--- config.mk ---
export PLATFORM = sky130hd
export DESIGN_NAME = rom2ram_sched
export DESIGN_NICKNAME = d
export VERILOG_FILES = /design/src/rtl/rom2ram_sched.sv
export SDC_FILE = /design/constraint.sdc
export NUM_CORES = 1
export LEC_CHECK = 0
export ABC_CLOCK_PERIOD_IN_PS = 2500
export CAP_MARGIN = 25
export CORE_ASPECT_RATIO = 1.5
export CORE_UTILIZATION = 44
export DETAILED_ROUTE_END_ITERATION = 12
export PLACE_DENSITY = 0.78
export SKIP_LAST_GASP = 1
export SLEW_MARGIN = 20
export SYNTH_ARGS = -nofsm -noshare
export SYNTH_HDL_FRONTEND = slang
export SYNTH_SLANG_ARGS = --single-unit
--- constraint.sdc ---
create_clock -name clk -period 2.5 [get_ports clk]
set_clock_uncertainty 0.15 [all_clocks]
set_input_delay 0.375 -clock clk [delete_from_list [all_inputs] [get_ports clk]]
set_output_delay 0.375 -clock clk [all_outputs]
set_load 0.005 [all_outputs]
--- src/rtl/rom2ram_sched.sv ---
// Round-robin scheduler sharing one rom2ram DMA channel among NUM_REQ requesters.
// Latches the winner's length, kicks the channel, waits for done or timeout, then acks.
module rom2ram_sched #(
    parameter int NUM_REQ     = 4,
    parameter int DATA_AMOUNT = 16,
    parameter int TIMEOUT     = 255
) (
    input  logic                           clk,
    input  logic                           reset,
    input  logic [NUM_REQ-1:0]             req,
    input  logic [NUM_REQ*DATA_AMOUNT-1:0] req_amt,
    output logic [NUM_REQ-1:0]             grant,
    output logic [NUM_REQ-1:0]             ack,
    output logic                           err,
    output logic                           busy,
    output logic [DATA_AMOUNT-1:0]         dma_data_amt,
    output logic                           dma_start_rom,
    output logic                           dma_start_dma,
    output logic                           dma_start,
    input  logic                           dma_done
);
    localparam int CNT_W = $clog2(TIMEOUT + 1);
    localparam int IW    = (NUM_REQ > 1) ? $clog2(NUM_REQ) : 1;

    typedef enum logic [1:0] {IDLE, LOAD, RUN, DONE} state_t;

    state_t                 state, state_nx;
    logic [IW-1:0]          rr_ptr, rr_nx;
    logic [IW-1:0]          idx, idx_nx;
    logic [CNT_W-1:0]       cnt, cnt_nx;
    logic [NUM_REQ-1:0]     grant_nx, ack_nx;
    logic                   err_nx, start_nx;
    logic [DATA_AMOUNT-1:0] amt_nx;
    logic [IW-1:0]          idx_inc;

    logic                   found;
    logic [IW-1:0]          pick;
    logic [IW:0]            sum;

    // First set request at or above rr_ptr, wrapping around.
    always_comb begin
        found = 1'b0;
        pick  = '0;
        sum   = '0;
        for (int i = 0; i < NUM_REQ; i++) begin
            sum = {1'b0, rr_ptr} + (IW+1)'(i);
            if (sum >= (IW+1)'(NUM_REQ))
                sum = sum - (IW+1)'(NUM_REQ);
            if (!found && req[sum[IW-1:0]]) begin
                found = 1'b1;
                pick  = sum[IW-1:0];
            end
        end
    end

    assign idx_inc = (idx == IW'(NUM_REQ - 1)) ? '0 : idx + 1'b1;

    always_comb begin
        state_nx = state;
        rr_nx    = rr_ptr;
        idx_nx   = idx;
        cnt_nx   = cnt;
        grant_nx = grant;
        ack_nx   = '0;
        err_nx   = 1'b0;
        start_nx = 1'b0;
        amt_nx   = dma_data_amt;
        unique case (state)
            IDLE: begin
                if (found) begin
                    state_nx       = LOAD;
                    idx_nx         = pick;
                    grant_nx       = '0;
                    grant_nx[pick] = 1'b1;
                    amt_nx = req_amt[int'(pick)*DATA_AMOUNT +: DATA_AMOUNT];
                end
            end
            LOAD: begin
                if (dma_data_amt == '0) begin
                    state_nx = DONE;
                    ack_nx   = grant;
                    grant_nx = '0;
                    rr_nx    = idx_inc;
                end else begin
                    state_nx = RUN;
                    cnt_nx   = '0;
                    start_nx = 1'b1;
                end
            end
            RUN: begin
                if (dma_done || cnt == CNT_W'(TIMEOUT - 1)) begin
                    state_nx = DONE;
                    ack_nx   = grant;
                    err_nx   = !dma_done;
                    grant_nx = '0;
                    rr_nx    = idx_inc;
                end else begin
                    start_nx = 1'b1;
                    cnt_nx   = cnt + 1'b1;
                end
            end
            DONE: begin
                // Hold here until a sticky done has dropped.
                if (!dma_done)
                    state_nx = IDLE;
            end
            default: state_nx = IDLE;
        endcase
    end

    always_ff @(posedge clk or negedge reset) begin
        if (!reset) begin
            state         <= IDLE;
            rr_ptr        <= '0;
            idx           <= '0;
            cnt           <= '0;
            grant         <= '0;
            ack           <= '0;
            err           <= 1'b0;
            busy          <= 1'b0;
            dma_data_amt  <= '0;
            dma_start_rom <= 1'b0;
            dma_start_dma <= 1'b0;
            dma_start     <= 1'b0;
        end else begin
            state         <= state_nx;
            rr_ptr        <= rr_nx;
            idx           <= idx_nx;
            cnt           <= cnt_nx;
            grant         <= grant_nx;
            ack           <= ack_nx;
            err           <= err_nx;
            busy          <= (state_nx != IDLE);
            dma_data_amt  <= amt_nx;
            dma_start_rom <= start_nx;
            dma_start_dma <= start_nx;
            dma_start     <= start_nx;
        end
    end
endmodule
==> results.txt, run 1 <==
----------------------------------------------------
[Global route]
  Global-route wire length before repair ... 11,710 um
  Number of antenna violations at the first check in global routing ... 0
  Overall routing resource usage ... 25.20%
  Maximum number of pins on one net before global-route repair ... 42
  Number of global-route vias before repair ... 2,560
  Residual overflow from global routing ... 0

[Outcome]
  Outcome ... finished clean

[Worst setup path]
  Cell depth of the worst flop-to-flop path ... 5
  Data required time at the worst endpoint ... 2510 ps
  Delay contributed by the slowest stage of the critical path ... 580 ps
  Data arrival time of the critical path ... 2230 ps
  Critical Path End Type ... flip-flop
  Maximum fanout along the worst path ... 8
  Chain of cells forming the critical path ... clkdlybuf4s50_1 > or3b_1 > o221ai_4 > buf_4 > mux2i_1 > o2bb2ai_1 > a31oi_1
  Kind of launch point of the worst setup path ... input pin
  CP max stage cell ... sky130_fd_sc_hd__clkdlybuf4s50_1
  Category of the critical setup timing path ... input pin to flip-flop

[Worst hold path]
  HP Class ... input pin to asynchronous set/reset pin

[Layout]
  Synthesis-to-layout area growth ... 48.85%
  Share of final-layout standard cells stronger than drive strength 1 ... 8.672%
  Net count of the finished layout ... 447
  Number of inserted filler cells in the final layout ... 445
  Final Instance Count excl. Fillers ... 439
  Final standard cell area without fillers ... 0.003725 mm^2
  Antenna cell count ... 0

[Synth]
  Number of synthesized flops with an enable pin ... 0
  Part of the Yosys area used for sequential elements ... 41.00%
  Flops & latches, synth ... 41
  Syn nets ... 340
  Most frequent cell after synthesis ... sky130_fd_sc_hd__nand2_1
  Main area contributors after synthesis ... sky130_fd_sc_hd__dfrtp_1 (41%), sky130_fd_sc_hd__nand2_1 (8.0%), sky130_fd_sc_hd__mux2i_1 (6.4%), sky130_fd_sc_hd__o2bb2ai_1 (5.6%), sky130_fd_sc_hd__a31oi_1 (4.5%)
  Number of instances in the synthesized netlist ... 261
  FFs w/ async S/R, synth ... 100.0%
  Syn. warnings ... 0
  Mean instance size in the synthesized netlist ... 9.588 um^2
  Yosys top cell area share ... 41.00%
  Cell type contributing the most total cell area after synthesis ... sky130_fd_sc_hd__dfrtp_1
  Yosys cell types ... 49
  List of most frequent post-synthesis cells ... sky130_fd_sc_hd__nand2_1 (53), sky130_fd_sc_hd__dfrtp_1 (41), sky130_fd_sc_hd__a31oi_1 (18)
  Synthesized cell area ... 0.002502 mm^2
  Most frequently used flop master after synthesis ... sky130_fd_sc_hd__dfrtp_1

[Power and ir drop]
  Leakage ... 0.001562 uW
  Pwr dens ... 982.3 mW/mm^2
  Largest vdd supply drop ... 0.4980 mV

[Placed design]
  Area of placed instances ... 0.003591 mm^2
  HPWL Detailed ... 5394 um
  Placed Cells ... 431
  Count of port buffers added during placement ... 99
  Global placer's final weighted congestion ... 0.8461

[Die]
  Die height ... 94.37 um
  Die X ... 63.58 um
  Area of the die ... 0.005999 mm^2
  Row count ... 33
  Num ports ... 100
  Std-Cell Core Area ... 0.005492 mm^2
  Starting density of the core ... 45.57%

[Route]
  First-pass detailed-route iteration total ... 4
  Antenna viol nets, final ... 0
  Aggregate routed wire length ... 6923 um
  Routed wire per std cell ... 15.77 um
  DRC viols ... 0
  Via count ... 2,464
  Vias per cell ... 5.613
  Drt first-iter violations ... 142

[Job]
  Max-cap violation count ... 0

[STA]
  Fmax achieved ... 449.9 MHz
  Final min period ... 2223 ps
  Final Cycle Share ... 88.92%
  Slew HR ... 40.32%
  Number of failing setup endpoints in the final timing report ... 0
  Number of hold violations in the final report ... 0
  Setup repair after global routing missed its margin ... no
  Final-report max-slew violation count ... 0
  Worst slew pin tran ... 895.2 ps

[Clock tree]
  Setup bufs post-CTS ... 0
  Cell at the root of the clock tree ... sky130_fd_sc_hd__clkbuf_8
  H-tree Lvls ... 2
  Clock Latency Late Sink ... 300 ps
  TritonCTS clock tree ... yes
  Longest Clk Path Bufs ... 2
  Number of sinks driven by the clock tree ... 41
  Clock transition at the register clock pins on the worst setup and hold paths after CTS ... 90 ps
  Cells resized by post-CTS repair ... 0
  Hold-fix buffers, CTS ... 0
  Number of buffers created by CTS ... 5

----------------------------------------------------
cell families (layout without fill, tap and decap cells):
logic type                 after synthesis  count (layout)  share of synthesized area [%]
DFF                                     41              41                          41.00
and+or+nand+nor                         93              93                          17.95
AOI/OAI and AO/OA                       78              78                          23.70
muxes                                   19              19                          7.900
adders and majority gates                8               8                          4.000
buffers and inverters                   22             130                          5.450
flip-flops by register name, indices dropped and copies added (netlist names):
register and count:
grant 4, rr_ptr 2, ack 4, err 1, dma_data_amt 16, dma_start 1, cnt 8, state 2
idx 2, busy 1
through the flow:
step	power [uW]	setup TNS (ps)	setup slack [ps]	hold WS, ps	util [%]
final	3659	0	277.1	32.62	67.83
after global routing	3922	0	118.1	115.7	67.83
after CTS	3680	0	263.4	67.43	67.83
after detailed placement	3025	-365.3	-44.39	332.3	65.39
after global placement	2968	-1882	-151.2	317.0	65.25
after floorplan	2207	0	563.5	-70.59	-
cells in the final DEF, fill, tap and decap left out, types with 2 or more instances in the layout:
master,instances
sky130_fd_sc_hd__a21boi_0,2
sky130_fd_sc_hd__a21boi_1,3
sky130_fd_sc_hd__a21o_1,3
sky130_fd_sc_hd__a21oi_1,9
sky130_fd_sc_hd__a31oi_1,18
sky130_fd_sc_hd__and2_1,7
sky130_fd_sc_hd__and3_1,2
sky130_fd_sc_hd__and4_1,2
sky130_fd_sc_hd__buf_4,13
sky130_fd_sc_hd__bufinv_16,2
sky130_fd_sc_hd__clkbuf_8,5
sky130_fd_sc_hd__clkdlybuf4s50_1,98
sky130_fd_sc_hd__dfrtp_1,41
sky130_fd_sc_hd__ha_1,8
sky130_fd_sc_hd__inv_1,9
sky130_fd_sc_hd__mux2_1,2
sky130_fd_sc_hd__mux2i_1,16
sky130_fd_sc_hd__nand2_1,53
sky130_fd_sc_hd__nand2b_1,2
sky130_fd_sc_hd__nand3_1,5
sky130_fd_sc_hd__nand4_1,3
sky130_fd_sc_hd__nor2_1,5
sky130_fd_sc_hd__nor2b_1,4
sky130_fd_sc_hd__nor4_1,4
sky130_fd_sc_hd__o211ai_1,2
sky130_fd_sc_hd__o21ai_0,4
sky130_fd_sc_hd__o221ai_1,2
sky130_fd_sc_hd__o2bb2ai_1,16
sky130_fd_sc_hd__o31ai_1,4
sky130_fd_sc_hd__o41ai_1,4
worst max-delay path: cells and delay by family:
family / cells / cell delay (ps)
buffers and inverters: 2 / 830
and+or+nand+nor: 1 / 450
AOI/OAI and AO/OA: 3 / 360
muxes: 1 / 220
cell type report:
type / count / area, um^2 / area share (%)
Sequential cell: 41 / 1026 / 27.54
Tap cell: 70 / 87.58 / 2.351
Timing Repair Buffer: 113 / 1104 / 29.63
Inverter: 9 / 33.78 / 0.9070
Clock inverter: 3 / 65.06 / 1.747
Multi-Input combinational cell: 198 / 1340 / 35.98
Clock buffer: 5 / 68.82 / 1.847
layer usage:
metal / wire length (um) / share of wire, % / up-vias / GRT usage, %
li1: - / - / 1184 / -
met1: 2556 / 37 / 1170 / 26.44
met2: 3751 / 54 / 95 / 46.90
met3: 451 / 6.5 / 15 / 6.522
met4: 163 / 2.4 / 0 / 10.42
met5: 0 / 0 / - / 0
power by group:
| part | switching, uW | leakage, uW | internal (uW) |
|---|---|---|---|
| registers | 212 | 0.000509 | 896 |
| clock network | 253 | 0.0000681 | 397 |
| logic | 933 | 0.000985 | 968 |
| total | 1400 | 0.00156 | 2260 |
final timing paths:
| check | start | end | slack [ps] |
|---|---|---|---|
| worst max-delay path | req[0] | dma_data_amt[13] | 280 |
| worst min-delay path | reset | cnt[4] | 30 |
| worst max register to register | dma_data_amt[9] | cnt[1] | 310 |
| worst min register to register | idx[1] | idx[1] | 350 |
| max in group asynchronous | reset | dma_data_amt[12] | 1600 |
| min in group clk | idx[1] | idx[1] | 350 |
Power figures use the tool's default switching activity.
==> inputs of run 2 (changes only) <==
--- a/config.mk
+++ b/config.mk
@@ -12,7 +12,6 @@
 export DETAILED_ROUTE_END_ITERATION = 12
 export PLACE_DENSITY = 0.78
 export SKIP_LAST_GASP = 1
-export SLEW_MARGIN = 20
 export SYNTH_ARGS = -nofsm -noshare
 export SYNTH_HDL_FRONTEND = slang
 export SYNTH_SLANG_ARGS = --single-unit
==> run 2 against run 1 <==
Sequential power about the same. Power fell by 1.8%. Die area unchanged. Routed wire length down 0.33%. Count of clock-buffer cells in the layout increased by 1. Final area fell by 0.27%. Non-clock buffer count unchanged. Clock power is 11% lower. Maximum frequency up 0.14%. First-iteration DRC count decreased by 26%. Critical endpoint is now dma_data_amt[0].
==> results.txt, run 2 (same netlist as run 1, synthesis figures left out) <==
----------------------------------------------------
[Outcome]
  Outcome ... finished clean (unchanged)

[Clock tree]
  Clock Latency Late Sink ... 300 ps (about the same)
  Cell at the root of the clock tree ... sky130_fd_sc_hd__clkbuf_8 (unchanged)
  Cells resized by post-CTS repair ... 0 (unchanged)
  TritonCTS clock tree ... yes (unchanged)
  Number of sinks driven by the clock tree ... 41 (unchanged)
  Number of buffers created by CTS ... 5 (unchanged)
  Longest Clk Path Bufs ... 2 (unchanged)
  Clock transition at the register clock pins on the worst setup and hold paths after CTS ... 90 ps (about the same)
  Hold-fix buffers, CTS ... 0 (unchanged)
  Setup bufs post-CTS ... 0 (unchanged)
  H-tree Lvls ... 2 (unchanged)

[STA]
  Worst-case setup margin in the final layout ... 280.2 ps (was 277.1 ps)
  Final Cycle Share ... 88.79% (was 88.92%)
  Final-report max-slew violation count ... 0 (unchanged)
  Number of failing setup endpoints in the final timing report ... 0 (unchanged)
  Setup repair after global routing missed its margin ... no (unchanged)
  WHS ... 37.92 ps (was 32.62 ps)
  Slew HR ... 39.87% (was 40.32%)
  Number of hold violations in the final report ... 0 (unchanged)
  Fmax achieved ... 450.5 MHz (was 449.9 MHz)
  Final min period ... 2220 ps (was 2223 ps)
  Worst slew pin tran ... 902.0 ps (was 895.2 ps)

[Layout]
  Biggest register ... dma_data_amt (unchanged)
  Net count of the finished layout ... 447 (unchanged)
  Most frequent cells in the layout ... sky130_fd_sc_hd__clkdlybuf4s50_1 (98), sky130_fd_sc_hd__nand2_1 (53), sky130_fd_sc_hd__dfrtp_1 (41) (unchanged)
  Antenna cell count ... 0 (unchanged)
  Final Instance Count excl. Fillers ... 439 (unchanged)
  Synthesis-to-layout area growth ... 48.45% (was 48.85%)
  Number of inserted filler cells in the final layout ... 447 (was 445)
  Largest register FFs ... 16 (unchanged)
  Reg area ... 0.001026 mm^2 (unchanged)
  Final standard cell area without fillers ... 0.003715 mm^2 (was 0.003725 mm^2)
  Biggest regs ... dma_data_amt (16), cnt (8) (unchanged)
  Leading cell type in the layout, fill and taps excluded ... sky130_fd_sc_hd__clkdlybuf4s50_1 (unchanged)
  Share of final-layout standard cells stronger than drive strength 1 ... 8.672% (unchanged)
  Area taken by multi-input logic gates ... 0.001340 mm^2 (unchanged)

[Worst setup path]
  Critical path endpoint ... dma_data_amt[0] (was dma_data_amt[13])
  Category of the critical setup timing path ... input pin to flip-flop (unchanged)
  Slack of the worst reg-to-reg path ... 340 ps (was 310 ps)
  Data arrival time of the critical path ... 2250 ps (was 2230 ps)
  Logic depth of the worst path, buffers included ... 7 (unchanged)
  Kind of launch point of the worst setup path ... input pin (unchanged)
  Critical Path End Type ... flip-flop (unchanged)
  Largest delay share family, worst path ... buffers and inverters (unchanged)
  Crit path buffers/inverters ... 2 (unchanged)
  Cell depth of the worst flop-to-flop path ... 4 (was 5)
  Delay contributed by the slowest stage of the critical path ... 580 ps (about the same)
  Worst reg2reg path endpoint ... grant[3] (was cnt[1])
  Chain of cells forming the critical path ... clkdlybuf4s50_1 > or3b_1 > o221ai_4 > buf_12 > mux2i_1 > o2bb2ai_1 > a31oi_1 (was clkdlybuf4s50_1 > or3b_1 > o221ai_4 > buf_4 > mux2i_1 > o2bb2ai_1 > a31oi_1)
  Launch point of the worst path ... req[0] (unchanged)
  Maximum fanout along the worst path ... 20 (was 8)
  CP max stage cell ... sky130_fd_sc_hd__clkdlybuf4s50_1 (unchanged)
  Data required time at the worst endpoint ... 2530 ps (was 2510 ps)
  R2r startpoint ... dma_data_amt[9] (unchanged)

[Route]
  Antenna viol nets, final ... 0 (unchanged)
  Aggregate routed wire length ... 6900 um (was 6923 um)
  DRC viols ... 0 (unchanged)
  Vias per cell ... 5.560 (was 5.613)
  Routed wire per std cell ... 15.72 um (was 15.77 um)
  Via count ... 2,441 (was 2,464)
  First-pass detailed-route iteration total ... 4 (unchanged)
  Drt first-iter violations ... 105 (was 142)

[Die]
  Area of the die ... 0.005999 mm^2 (unchanged)
  Row count ... 33 (unchanged)
  Num ports ... 100 (unchanged)
  Die X ... 63.58 um (unchanged)
  Std-Cell Core Area ... 0.005492 mm^2 (unchanged)
  Die height ... 94.37 um (unchanged)
  Starting density of the core ... 45.57% (unchanged)

[Power and ir drop]
  Final Power ... 3593 uW (was 3659 uW)
  Sequential cell fraction of total power ... 30.9% (was 30.3%)
  Design internal power ... 2193 uW (was 2261 uW)
  Relative contribution of the clock network to total power ... 16.2% (was 17.8%)
  Leakage ... 0.001552 uW (was 0.001562 uW)
  Combinational cell fraction of total power ... 53.0% (was 51.9%)
  Largest vdd supply drop ... 0.4382 mV (was 0.4980 mV)
  Sw Ratio ... 38.97% (was 38.21%)
  Pwr dens ... 967.1 mW/mm^2 (was 982.3 mW/mm^2)
  Switching power total ... 1400 uW (was 1398 uW)

[Job]
  Max-cap violation count ... 0 (unchanged)

[Worst hold path]
  HP Class ... input pin to asynchronous set/reset pin (unchanged)

[Global route]
  Maximum number of pins on one net before global-route repair ... 42 (unchanged)
  Overall routing resource usage ... 25.26% (was 25.20%)
  Number of antenna violations at the first check in global routing ... 0 (unchanged)
  Number of global-route vias before repair ... 2,554 (was 2,560)
  Global-route wire length before repair ... 11,700 um (was 11,710 um)
  Residual overflow from global routing ... 0 (unchanged)

[Placed design]
  Placed Cells ... 431 (unchanged)
  Count of port buffers added during placement ... 99 (unchanged)
  Area of placed instances ... 0.003595 mm^2 (was 0.003591 mm^2)
  Global placer's final weighted congestion ... 0.8461 (unchanged)
  Placement Setup Slack ... -41.85 ps (was -44.39 ps)
  HPWL Detailed ... 5421 um (was 5394 um)

----------------------------------------------------
[run 2: how the worst min path moves through the flow]
stage / end / slack, ps / cells past startpoint
2_1_floorplan: ack[0] / -70 / 0
3_3_place_gp: idx[1] / 320 / 1
3_5_place_dp: idx[1] / 330 / 1
4_1_cts: cnt[5] / 70 / 1
5_1_grt: cnt[4] / 120 / 1
6_report: cnt[5] / 40 / 1
[run 2: metal layers]
| layer | part of all wire, % | track usage, % |
|---|---|---|
| met5 | 0 | 0 |
| met4 | 3.3 | 12.69 |
| met3 | 6.1 | 5.797 |
| met1 | 38 | 26.85 |
| met2 | 52 | 46.10 |
[run 2: area by class of cell]
cell class                 instances  area share, %
clock buffer                       6          2.223
clock inverter                     2          1.010
inverter                           9         0.9094
multi-input combinational        198          36.07
sequential                        41          27.62
tap                               70          2.358
timing repair buffer             113          29.81
[run 2: power groups by stage]
stage / registers (uW) / logic, uW / clock network (uW)
detailed placement: 1120 / 1910 / 0
global route: 1140 / 2100 / 603
global placement: 1110 / 1850 / 0
CTS: 1110 / 1920 / 581
finish: 1110 / 1900 / 581
floorplan: 1080 / 1130 / 0
[run 2: through the flow]
step	setup TNS [ps]	util (%)
CTS	0	67.65
detailed placement	-121.0	65.46
floorplan	0	-
global placement	-1882	65.25
global route	0	67.65
finish	0	67.65
